==> src/rtl/draw_bg_pattern_pkg.sv <==
// Shared types and constants for the background drawing stage: pattern modes,
// border colours, timing-generator edges and the bundled VGA bus used by the delay line.
package draw_bg_pattern_pkg;

  typedef enum logic [1:0] {
    BG_SOLID    = 2'd0,
    BG_CHECKER  = 2'd1,
    BG_GRADIENT = 2'd2,
    BG_SCROLL   = 2'd3
  } bg_mode_e;

  localparam logic [11:0] COL_TOP   = 12'hff0;
  localparam logic [11:0] COL_BOT   = 12'hf00;
  localparam logic [11:0] COL_LEFT  = 12'h0f0;
  localparam logic [11:0] COL_RIGHT = 12'h00f;
  localparam logic [11:0] COL_BLANK = 12'h000;

  // Edges of the board timing generator's blanking windows (800x600 active area).
  localparam int HBLNK_STOP_BACK   = 0;
  localparam int HBLNK_START_FRONT = 799;
  localparam int VBLNK_STOP_BACK   = 0;
  localparam int VBLNK_START_FRONT = 600;

  typedef struct packed {
    logic [10:0] hcount;
    logic [10:0] vcount;
    logic        hsync;
    logic        vsync;
    logic        hblnk;
    logic        vblnk;
    logic [11:0] rgb;
  } vga_bus_t;

  localparam int VGA_BUS_W = $bits(vga_bus_t);

  function automatic logic in_range(input logic [10:0] v, input int lo, input int hi);
    return (int'(v) >= lo) && (int'(v) <= hi);
  endfunction

endpackage

==> src/rtl/draw_bg_pattern_vga_delay.sv <==
// Pure delay line for the bundled VGA bus; every field moves together so
// timing and colour stay aligned.
module vga_delay
  import draw_bg_pattern_pkg::*;
#(
  parameter int DEPTH = 1
) (
  input  logic                 clk,
  input  logic                 rst,
  input  logic [VGA_BUS_W-1:0] d,
  output logic [VGA_BUS_W-1:0] q
);

  logic [VGA_BUS_W-1:0] stage [DEPTH];

  always_ff @(posedge clk) begin
    if (rst) begin
      for (int i = 0; i < DEPTH; i++) stage[i] <= '0;
    end else begin
      stage[0] <= d;
      for (int i = 1; i < DEPTH; i++) stage[i] <= stage[i-1];
    end
  end

  assign q = stage[DEPTH-1];

endmodule

==> src/rtl/draw_bg_pattern.sv <==
// Background stage: fills active pixels with a frame-synchronously configured pattern,
// draws coloured borders, blanks outside the active area, delays the bus LATENCY clocks.
module draw_bg_pattern
  import draw_bg_pattern_pkg::*;
#(
  parameter int          BORDER_W  = 1,
  parameter int          TILE_LOG2 = 4,
  parameter int          LATENCY   = 2,
  parameter logic [11:0] RST_COLOR = 12'h888
) (
  input  logic        clk,
  input  logic        rst,
  input  logic [10:0] in_hcount,
  input  logic [10:0] in_vcount,
  input  logic        in_hsync,
  input  logic        in_vsync,
  input  logic        in_hblnk,
  input  logic        in_vblnk,
  input  logic [11:0] in_rgb,
  output logic [10:0] out_hcount,
  output logic [10:0] out_vcount,
  output logic        out_hsync,
  output logic        out_vsync,
  output logic        out_hblnk,
  output logic        out_vblnk,
  output logic [11:0] out_rgb,
  input  logic        cfg_valid_i,
  input  logic [1:0]  cfg_mode_i,
  input  logic [11:0] cfg_color_i,
  input  logic        border_en_i,
  output logic        frame_tick_o
);

  localparam int V_TOP = VBLNK_STOP_BACK + 1;
  localparam int V_BOT = VBLNK_START_FRONT - 1;
  localparam int H_L   = HBLNK_STOP_BACK + 2;
  localparam int H_R   = HBLNK_START_FRONT;

  logic        vblnk_prev;
  logic        boundary;
  bg_mode_e    pend_mode, act_mode;
  logic [11:0] pend_color, act_color;
  logic [9:0]  scroll_off;
  logic [10:0] h_scr;
  logic        par_chk, par_scr;
  logic [11:0] pix_rgb;
  vga_bus_t    s1, out_bus;

  assign boundary     = in_vblnk & ~vblnk_prev & ~rst;
  assign frame_tick_o = boundary;

  // A strobe landing on the boundary bypasses the pending regs so it takes effect this frame.
  always_ff @(posedge clk) begin
    if (rst) begin
      vblnk_prev <= 1'b0;
      pend_mode  <= BG_SOLID;
      pend_color <= RST_COLOR;
      act_mode   <= BG_SOLID;
      act_color  <= RST_COLOR;
      scroll_off <= '0;
    end else begin
      vblnk_prev <= in_vblnk;
      if (cfg_valid_i) begin
        pend_mode  <= bg_mode_e'(cfg_mode_i);
        pend_color <= cfg_color_i;
      end
      if (boundary) begin
        if (act_mode == BG_SCROLL) scroll_off <= scroll_off + 10'd1;
        if (cfg_valid_i) begin
          act_mode  <= bg_mode_e'(cfg_mode_i);
          act_color <= cfg_color_i;
        end else begin
          act_mode  <= pend_mode;
          act_color <= pend_color;
        end
      end
    end
  end

  always_comb begin
    h_scr   = in_hcount + {1'b0, scroll_off};
    par_chk = in_hcount[TILE_LOG2] ^ in_vcount[TILE_LOG2];
    par_scr = h_scr[TILE_LOG2] ^ in_vcount[TILE_LOG2];
    pix_rgb = act_color;
    if (in_hblnk | in_vblnk)
      pix_rgb = COL_BLANK;
    else if (border_en_i && in_range(in_vcount, V_TOP, V_TOP + BORDER_W - 1))
      pix_rgb = COL_TOP;
    else if (border_en_i && in_range(in_vcount, V_BOT - BORDER_W + 1, V_BOT))
      pix_rgb = COL_BOT;
    else if (border_en_i && in_range(in_hcount, H_L, H_L + BORDER_W - 1))
      pix_rgb = COL_LEFT;
    else if (border_en_i && in_range(in_hcount, H_R - BORDER_W + 1, H_R))
      pix_rgb = COL_RIGHT;
    else if (in_rgb != 12'h000)
      pix_rgb = in_rgb;
    else begin
      unique case (act_mode)
        BG_SOLID:    pix_rgb = act_color;
        BG_CHECKER:  pix_rgb = par_chk ? ~act_color : act_color;
        BG_GRADIENT: pix_rgb = {in_hcount[9:6], in_vcount[9:6], act_color[3:0]};
        BG_SCROLL:   pix_rgb = par_scr ? ~act_color : act_color;
        default:     pix_rgb = act_color;
      endcase
    end
  end

  always_ff @(posedge clk) begin
    if (rst) begin
      s1 <= '0;
    end else begin
      s1.hcount <= in_hcount;
      s1.vcount <= in_vcount;
      s1.hsync  <= in_hsync;
      s1.vsync  <= in_vsync;
      s1.hblnk  <= in_hblnk;
      s1.vblnk  <= in_vblnk;
      s1.rgb    <= pix_rgb;
    end
  end

  generate
    if (LATENCY == 1) begin : g_no_delay
      assign out_bus = s1;
    end else begin : g_delay
      vga_delay #(.DEPTH(LATENCY - 1)) u_delay (
        .clk (clk),
        .rst (rst),
        .d   (s1),
        .q   (out_bus)
      );
    end
  endgenerate

  assign out_hcount = out_bus.hcount;
  assign out_vcount = out_bus.vcount;
  assign out_hsync  = out_bus.hsync;
  assign out_vsync  = out_bus.vsync;
  assign out_hblnk  = out_bus.hblnk;
  assign out_vblnk  = out_bus.vblnk;
  assign out_rgb    = out_bus.rgb;

endmodule
==> config.mk <==
export PLATFORM = sky130hd
export DESIGN_NAME = draw_bg_pattern
export DESIGN_NICKNAME = d
export VERILOG_FILES = /design/src/rtl/draw_bg_pattern_pkg.sv /design/src/rtl/draw_bg_pattern_vga_delay.sv /design/src/rtl/draw_bg_pattern.sv
export SDC_FILE = /design/constraint.sdc
export NUM_CORES = 1
export LEC_CHECK = 0
export BUFFER_PORTS_ARGS = -buffer_cell sky130_fd_sc_hd__buf_2
export CAP_MARGIN = 20
export CORE_MARGIN = 2
export CORE_UTILIZATION = 35
export CTS_BUF_LIST = sky130_fd_sc_hd__clkbuf_16
export CTS_CLUSTER_DIAMETER = 120
export DETAILED_ROUTE_END_ITERATION = 16
export PLACE_DENSITY = 0.56
export REMOVE_ABC_BUFFERS = 1
export SLEW_MARGIN = 25
export SYNTH_ARGS = -nofsm -noshare
export SYNTH_HDL_FRONTEND = slang
export SYNTH_SLANG_ARGS = --single-unit
==> constraint.sdc <==
create_clock -name clk -period 3.05 [get_ports clk]
set_input_delay 0.1525 -clock clk [delete_from_list [all_inputs] [get_ports clk]]
set_output_delay 0.1525 -clock clk [all_outputs]
set_load 0.05 [all_outputs]
==> results.py <==
metrics = {
    "logic_synthesis": {
        "netlist_top_cells_area": "dfxtp_1 56%, nor2b_1 10%, mux2i_1 4.6%",
        "synth_flop_cell": "dfxtp_1",
        "postSynthAreaPerCell_um2": 10.1,
        "yosys.cell_count.top_type": "dfxtp_1",
        "synth_area_um2": 3910,
        "synth_edf_count": 0,
        "synth_commonest_cells": "109 x dfxtp_1, 64 x nor2b_1, 35 x nor2_1, 21 x o21ai_0",
        "synth_top_cell_by_area": "dfxtp_1",
        "yosysWarnings": 0,
        "async_reset_ff_frac": 0,
        "synthCells": 387,
        "yosysTopAreaCellShare": 0.558,
        "ys_seq_area_frac": 0.558,
        "ys_types": 41,
        "ys_ff_latch": 109,
    },
    "cts": {
        "cts_hold_buf": 0,
        "cts_made_buffers": 9,
        "clock_latency_ns": 0.34,
        "clk_pin_slew_worst_paths_ns": 0.07,
        "cts_buffer_depth": 2,
        "cts_root_buf": "clkbuf_16",
        "cts_sinks": 109,
        "cts_tree": "built",
        "cts-resized-gates": 0,
        "htree_levels": 3,
        "post_cts_buffers": 0,
    },
    "worst_setup_path": {
        "r2r-start": "scroll_off[1]$_SDFFE_PP0P_",
        "crit_end": "s1[1]$_SDFF_PP0_",
        "arrival_ns": 2.30,
        "slowest_stage": "a22oi_1",
        "crit_buf_inv": 0,
        "required_ns": 3.31,
        "crit_chain": "ha_1, nand3_1, a22oi_1, xnor2_4, nand2_2, or3_1, a31oi_1",
        "end_kind": "register",
        "path_class": "reg2reg",
        "crit_family": "compound AO/OA/AOI/OAI gates",
        "reg2reg_depth": 7,
        "cpPeakStageDelay_ns": 0.39,
        "critPathLaunch": "scroll_off[1]$_SDFFE_PP0P_",
        "critPathLaunchType": "register",
        "reg2reg_slack_ns": 1.01,
        "worst-path-max-fanout": 8,
        "path_depth": 7,
        "timing.rr.end": "s1[1]$_SDFF_PP0_",
    },
    "die": {
        "fp.coreArea_um2": 10900,
        "num_rows": 38,
        "io_pins": 95,
        "fp.dieArea_um2": 12000,
        "die_w_um": 110,
        "initial_utilization": 0.359,
        "die_y_um": 110,
    },
    "routing": {
        "wire_per_inst_um": 13.1,
        "routed_wl_um": 8140,
        "drt_iter0_drc": 119,
        "routed_via_density": 4.58,
        "drc_errors": 0,
        "ant_nets": 0,
        "vias": 2841,
        "first_pass_iters": 4,
    },
    "timing": {
        "worst_pin_slew_ns": 0.653,
        "finalSetupViolCount": 0,
        "fin_skew_ns": 0.00728,
        "max_clock_freq_mhz": 490,
        "tns_ns": 0,
        "relSlewSlack": 0.565,
        "drv_slew": 0,
        "hold_viol_final": 0,
        "fin_crit_ns": 2.04,
        "rsz0062_at_grt": "no",
        "fin_crit_sh": 0.669,
    },
    "final_layout": {
        "diodes": 0,
        "fillCellCount": 1054,
        "final_core_util": 0.443,
        "nNetsFinal": 535,
        "syn2layout_area_growth_pct": 23.3,
        "drive_above_1_share": 0.240,
    },
    "global_routing": {
        "grt_pass1_wl_um": 12800,
        "grt_use_total": 0.141,
        "antenna_found_initial": 0,
        "grt_pass1_vias": 2619,
        "grt_start_max_net_pins": 72,
        "grt_overflow": 0,
    },
    "power": {
        "ir_worst_vdd_v": 0.000452,
        "p_per_area_nw_per_um2": 628,
        "p_total_uw": 3030,
        "p_leak_uw": 0.00205,
    },
    "run_status": {
        "status": "finished clean",
    },
    "placement": {
        "gp_congestion": 0.859,
        "io_buffers": 94,
        "dp_hpwl_um": 6130,
    },
    "worst_hold_path": {
        "hp-class": "in2reg",
        "min_from": "in_vsync",
    },
    "run": {
        "max_cap_viol_count": 0,
    },
}
[per-layer routing]
layer | track usage | part of all wire | vias to the layer above
met2 | 0.231 | 0.48 | 73
li1 | - | - | 1482
met5 | 0 | 0 | -
met3 | 0.0350 | 0.046 | 17
met1 | 0.169 | 0.44 | 1269
met4 | 0.0814 | 0.031 | 0
[stage by stage]
stage / instances / setup WS, ns / hold WS, ns / cell area, um2
after global routing: 620 / 0.912 / 0.0206 / 4820
after detailed placement: 604 / 1.01 / 0.370 / 4500
after CTS: 620 / 1.00 / 0.00670 / 4820
after global placement: 604 / 1.07 / 0.361 / 4500
final: 620 / 1.01 / 0.0184 / 4820
after floorplan: 368 / 1.16 / 0.222 / 3840
[flip-flops by register name, summed over array words and instances, names as in the netlist]
register               cells
scroll_off                 5
pend_mode                  2
g_delay.u_delay.stage     38
pend_color                12
act_mode                   2
s1                        38
act_color                 12
[worst min path at each step]
stage               cells past startpoint  slack, ns                          to
global placement                        2       0.36           s1[14]$_SDFF_PP0_
finish                                  2       0.02           s1[14]$_SDFF_PP0_
CTS                                     2      0.007           s1[14]$_SDFF_PP0_
global route                            2       0.02           s1[14]$_SDFF_PP0_
floorplan                               1       0.22  scroll_off[1]$_SDFFE_PP0P_
detailed placement                      2       0.37           s1[14]$_SDFF_PP0_
[power breakdown]
part           internal, uW  leakage [uW]  total (uW)  switching, uW
registers              1480      0.000896        1510           24.6
clock network           725      0.000163        1240            512
logic                   106      0.000993         280            174
total                  2320       0.00205        3030            711
[logic make-up after synthesis]
| family | Yosys count | share of synthesized area |
|---|---|---|
| and+or+nand+nor | 158 | 0.229 |
| DFF | 109 | 0.558 |
| AOI/OAI and AO/OA | 57 | 0.0906 |
| buffers and inverters | 26 | 0.0250 |
| muxes | 18 | 0.0461 |
| xor gates and xnor gates | 15 | 0.0384 |
| adders and majority gates | 4 | 0.0128 |
[cell usage in the layout, fill, tap and decap left out, types with 3 or more instances in the layout]
master	n
a211oi_1	8
a21oi_1	7
a31oi_1	4
and2_1	4
buf_2	94
clkbuf_16	9
dfxtp_1	109
ha_1	4
inv_1	8
mux2i_1	18
nand2_1	9
nand2b_1	6
nand3_1	6
nand3b_1	8
nand4_1	4
nor2_1	35
nor2b_1	64
nor3_1	3
nor4_1	3
o21ai_0	21
o22ai_1	4
o31a_1	4
o31ai_1	3
or3_1	8
xnor2_1	10
xor2_1	4
[cell type report]
cell class | count | area [um2] | area share
clock buffers | 9 | 225 | 0.0467
flip-flops and latches | 109 | 2180 | 0.453
multi-input cells | 252 | 1630 | 0.338
repair buffers | 96 | 485 | 0.101
inverters | 7 | 26.3 | 0.00545
well taps | 140 | 175 | 0.0363
clock inverters | 7 | 97.6 | 0.0202
No activity file was read; power rests on OpenSTA's default activity.
